`config.mk`:
```
export PLATFORM = sky130hd
export DESIGN_NAME = b2onehot_pipe
export DESIGN_NICKNAME = d
export VERILOG_FILES = /design/src/rtl/b2onehot_pipe.sv
export SDC_FILE = /design/constraint.sdc
export NUM_CORES = 1
export LEC_CHECK = 0
export CORE_MARGIN = 1
export CORE_UTILIZATION = 30
export CTS_CLUSTER_DIAMETER = 120
export DETAILED_ROUTE_END_ITERATION = 8
export HOLD_SLACK_MARGIN = 0.02
export PLACE_DENSITY = 0.59
export SLEW_MARGIN = 20
export SYNTH_ARGS = -nofsm -noshare
export SYNTH_HDL_FRONTEND = slang
export SYNTH_SLANG_ARGS = --single-unit
```
`constraint.sdc`:
```
create_clock -name clk -period 1.57 [get_ports clk]
set_input_delay 0.2355 -clock clk [delete_from_list [all_inputs] [get_ports clk]]
set_output_delay 0.2355 -clock clk [all_outputs]
set_load 0.1 [all_outputs]
```
`src/rtl/b2onehot_pipe.sv`:
```
`default_nettype none
// ============================================================================
//  Module   : b2onehot_pipe
//  Purpose  : Registered binary -> one-hot / thermometer decoder with a
//             valid/ready handshake, a 2-entry skid buffer (output register
//             plus skid register) and a saturating out-of-range counter.
//  Revision : 1.0 - initial release
// ============================================================================
module b2onehot_pipe #(
    parameter int IN_W      = 4,
    parameter int OUT_W     = 16,
    parameter int ERR_CNT_W = 8
) (
    input  logic                 clk,
    input  logic                 rst_n,
    input  logic                 in_valid,
    output logic                 in_ready,
    input  logic [IN_W-1:0]      in_bin,
    input  logic                 in_mode,
    output logic                 out_valid,
    input  logic                 out_ready,
    output logic [OUT_W-1:0]     out_code,
    output logic                 out_err,
    input  logic                 err_clr,
    output logic [ERR_CNT_W-1:0] err_cnt
);

    // Occupancy of the two-entry buffer: EMPTY, OR only, OR and SR.
    typedef enum logic [1:0] {
        S_EMPTY = 2'd0,
        S_ONE   = 2'd1,
        S_TWO   = 2'd2
    } state_t;

    localparam logic [ERR_CNT_W-1:0] c_err_max = '1;

    state_t                 r_state;
    state_t                 w_state_nxt;
    logic                   r_in_ready;
    logic [OUT_W-1:0]       r_or_code;
    logic                   r_or_err;
    logic [OUT_W-1:0]       r_sr_code;
    logic                   r_sr_err;
    logic [ERR_CNT_W-1:0]   r_err_cnt;

    logic                   w_in_fire;
    logic                   w_out_fire;
    logic                   w_out_valid;
    logic                   w_load_or_in;
    logic                   w_load_or_sr;
    logic                   w_load_sr;
    logic [OUT_W-1:0]       w_dec_code;
    logic                   w_dec_err;
    logic                   w_err_inc;

    // Reject widths that cannot be represented by the index.
    if (OUT_W < 2 || OUT_W > (1 << IN_W)) begin : g_bad_out_w
        $error("b2onehot_pipe: OUT_W must lie in 2..2**IN_W");
    end

    // When the output covers every index value no index can be out of range.
    if (OUT_W == (1 << IN_W)) begin : g_range_full
        assign w_dec_err = 1'b0;
    end else begin : g_range_part
        assign w_dec_err = (in_bin >= IN_W'(OUT_W));
    end

    assign w_out_valid = (r_state != S_EMPTY);
    assign w_in_fire   = in_valid && r_in_ready;
    assign w_out_fire  = w_out_valid && out_ready;
    assign w_err_inc   = w_in_fire && w_dec_err;

    assign in_ready  = r_in_ready;
    assign out_valid = w_out_valid;
    assign out_code  = r_or_code;
    assign out_err   = r_or_err;
    assign err_cnt   = r_err_cnt;

    // Decode the offered index; out-of-range indices give an all-zero code.
    always_comb begin
        w_dec_code = '0;
        for (int i = 0; i < OUT_W; i++) begin
            if (in_mode) begin
                w_dec_code[i] = (IN_W'(i) <= in_bin);
            end else begin
                w_dec_code[i] = (IN_W'(i) == in_bin);
            end
        end
        if (w_dec_err) begin
            w_dec_code = '0;
        end
    end

    // Buffer state register.
    always_ff @(posedge clk or negedge rst_n) begin
        if (!rst_n) begin
            r_state <= S_EMPTY;
        end else begin
            r_state <= w_state_nxt;
        end
    end

    // Next-state and load-enable selection for the OR/SR pair.
    always_comb begin
        w_state_nxt  = r_state;
        w_load_or_in = 1'b0;
        w_load_or_sr = 1'b0;
        w_load_sr    = 1'b0;
        case (r_state)
            S_EMPTY: begin
                if (w_in_fire) begin
                    w_load_or_in = 1'b1;
                    w_state_nxt  = S_ONE;
                end
            end
            S_ONE: begin
                if (w_in_fire && w_out_fire) begin
                    w_load_or_in = 1'b1;
                end else if (w_in_fire) begin
                    w_load_sr   = 1'b1;
                    w_state_nxt = S_TWO;
                end else if (w_out_fire) begin
                    w_state_nxt = S_EMPTY;
                end
            end
            S_TWO: begin
                if (w_out_fire) begin
                    w_load_or_sr = 1'b1;
                    w_state_nxt  = S_ONE;
                end
            end
            default: begin
                w_state_nxt = S_EMPTY;
            end
        endcase
    end

    // in_ready is a flop: low exactly while the skid register holds a beat.
    // It comes out of reset low and rises on the first clock afterwards.
    always_ff @(posedge clk or negedge rst_n) begin
        if (!rst_n) begin
            r_in_ready <= 1'b0;
        end else begin
            r_in_ready <= (w_state_nxt != S_TWO);
        end
    end

    // Output register and skid register data.
    always_ff @(posedge clk or negedge rst_n) begin
        if (!rst_n) begin
            r_or_code <= '0;
            r_or_err  <= 1'b0;
            r_sr_code <= '0;
            r_sr_err  <= 1'b0;
        end else begin
            if (w_load_or_in) begin
                r_or_code <= w_dec_code;
                r_or_err  <= w_dec_err;
            end else if (w_load_or_sr) begin
                r_or_code <= r_sr_code;
                r_or_err  <= r_sr_err;
            end
            if (w_load_sr) begin
                r_sr_code <= w_dec_code;
                r_sr_err  <= w_dec_err;
            end
        end
    end

    // Saturating out-of-range counter; a clear still counts a coincident error.
    always_ff @(posedge clk or negedge rst_n) begin
        if (!rst_n) begin
            r_err_cnt <= '0;
        end else if (err_clr) begin
            r_err_cnt <= w_err_inc ? ERR_CNT_W'(1) : '0;
        end else if (w_err_inc && (r_err_cnt != c_err_max)) begin
            r_err_cnt <= r_err_cnt + 1'b1;
        end
    end

endmodule
`default_nettype wire

```
==> run summary <==
Critical Path Source Type = register
layout cells sized above 1 = 34.76%
Primary FF master, synth = dfrtp_1
setup ws final = 0.04744 ns
Synth Instances = 163
CP required = 1.33 ns
Clock Tree Root = clkbuf_8
library cells used by synthesis = 35
Crit Path Category = register to output pin
synth warn = 0
final net count = 219
Worst VDD drop = 0.001155 V
# H-tree levels = 2
Leak = 1.243 nW
FF-to-FF setup slack = 0.12 ns
initial antenna violation count = 0
Area Growth Syn to Fin = 42.07%
Fillers = 549
WHS = 0.3070 ns
crit path time final = 1.523 ns
cell taking the most area after synthesis = dfrtp_1
Seq/Total Area, Yosys = 47.04%
Max Slew Vio Count = 0
Starting Density = 31.26%
vias in the first global route = 1223
I/O Buffers = 26
final setup fails = 0
die width = 80.78 um
R2R Path End = out_code[12]
top post-synthesis cells by area = dfrtp_1 47%, mux2i_1 16%, mux2_2 7.9%, buf_4 4.0%, inv_1 2.2%
CTS sink cnt = 35
DIE AREA = 6525 um^2
Routed wire per std cell = 12.63 um
chip height = 80.78 um
GRT overflow = 0
reg2reg start = r_state[0]
Fmax = 656.8 MHz
setup TNS = 0 ns
Worst Clk Skew = 0.003942 ns
CP startpoint = r_state[1]
WP buf/inv = 1
Ports = 37
CP cell instances = or2_2 > buf_12
outcome = complete, no violations
CTS clk-pin slew, worst paths = 0.07 ns
Inserted Clock Buffers = 5
first-pass GRT wire length = 6216 um
Critical Path AT = 1.29 ns
number of synthesized register bits = 35
GRT Total Usage = 12.77%
Max Root-Sink Buffers = 2
number of post-CTS setup repair buffers = 0
Pre-Repair DR Iteration Count = 4
Vias/cell = 4.456
Hold Buf Count CTS = 0
Final GP Congestion = 0.7289
Core ar. = 5956 um^2
worst min path class = input pin to async pin
RSZ-0062 raised after global routing = no
Fin. Hold Viols = 0
crit-path leading delay family = flip-flops
largest net degree at the start of global routing = 36
via count = 1270
CP Capture Type = output pin
Avg Inst Size Synth = 11.42 um^2
Antenna Nets Post-Route = 0
final WL = 3600 um
max cap viols = 0
residual DRC count = 0
std cell rows = 28
Iteration-0 DRC Markers = 36
Skew-Pair Late Insertion Delay = 0.29 ns
DP HPWL = 2642 um
pwr dens = 2221 nW/um^2
CTS-repair resized insts = 1
Post-synth EDFFs = 0
worst slack, placed = -0.2258 ns
Max Fanout on Critical Path = 7
crit-path max cell delay = 0.48 ns
Worst Reg-to-Reg Cells = 4
top cell type's share of synthesized area = 47.04%
Final period util = 96.98%
synthesized area = 1862 um^2
Synth async-reset ratio = 100.0%
Ant. Diodes = 0
CP max stage cell = dfrtp_2
TritonCTS clock tree = yes
[logic make-up after synthesis]
logic type | after synthesis | synth area share [%]
flops | 35 | 47.04
other cells | 1 | 0.2014
simple gates | 34 | 12.10
buf+inv | 29 | 8.736
mux | 42 | 23.45
compound gates | 21 | 7.998
xor+xnor | 1 | 0.4705
[cells in the mapped netlist, types with 2 or more instances]
master	instances
nand2b_1	2
mux2i_1	29
and3b_1	2
mux2_2	13
clkbuf_1	5
a221o_1	4
nand2_1	4
a21oi_1	3
buf_6	2
inv_1	11
o21ai_0	6
nand3_1	2
nor2_1	4
dfrtp_1	35
nor3_1	5
and2_1	6
buf_4	10
or2_2	3
[per-stage QoR]
step | cell area [um^2] | instances | total power, mW | util [%]
after floorplan | 1903 | 171 | 3.821 | -
after global placement | 2526 | 277 | 5.042 | 42.42
after detailed placement | 2526 | 277 | 5.073 | 42.42
after CTS | 2645 | 285 | 5.925 | 44.41
after global routing | 2645 | 285 | 6.143 | 44.41
final | 2645 | 285 | 5.874 | 44.41
[layout make-up]
cell class                      instances  area, um^2  area share (%)
Multi-Input combinational cell        107       860.8           32.54
Clock buffer                            6       82.58           3.122
Inverter                               11       41.29           1.561
Clock inverter                          2       35.03           1.325
Sequential cell                        35       880.8           33.30
Timing Repair Buffer                   49       650.6           24.60
Tap cell                               75       93.84           3.548
[metal layers]
metal	routed length, um	global-route usage (%)	vias to the layer above
met5	0	0	-
met4	29	2.679	0
met3	155	4.494	4
li1	-	-	636
met2	1674	18.47	26
met1	1740	18.30	604
[power breakdown]
group | internal (mW) | switching [mW]
registers | 1.30 | 0.337
clock network | 0.514 | 0.327
logic | 1.32 | 2.08
[layout by cell type (no fill, tap or decap), drive strengths merged, types with 2 or more instances in the layout]
cell / count
o21ai: 6
mux2i: 29
mux2: 13
a221o: 4
and2: 6
and3b: 2
clkdlybuf4s50: 8
clkbuf: 6
inv: 11
dfrtp: 35
or2: 3
nand3: 2
nor3b: 2
a21oi: 3
buf: 41
nand2b: 3
conb: 9
nand2: 4
nor2: 4
nor3: 6
[flip-flops by register name, indices dropped and copies added, names as in the netlist]
register,count
out_code,16
r_sr_code,16
r_state,2
in_ready,1
[worst max-delay path by stage]
stage,slack (ns),to,cells after the start
floorplan,0.03,out_code[3],3
global placement,-0.17,out_code[11],5
detailed placement,-0.23,out_code[2],5
CTS,0.04,out_valid,2
global route,0.005,out_code[8],5
finish,0.05,out_valid,2
Power figures use the tool's default switching activity.
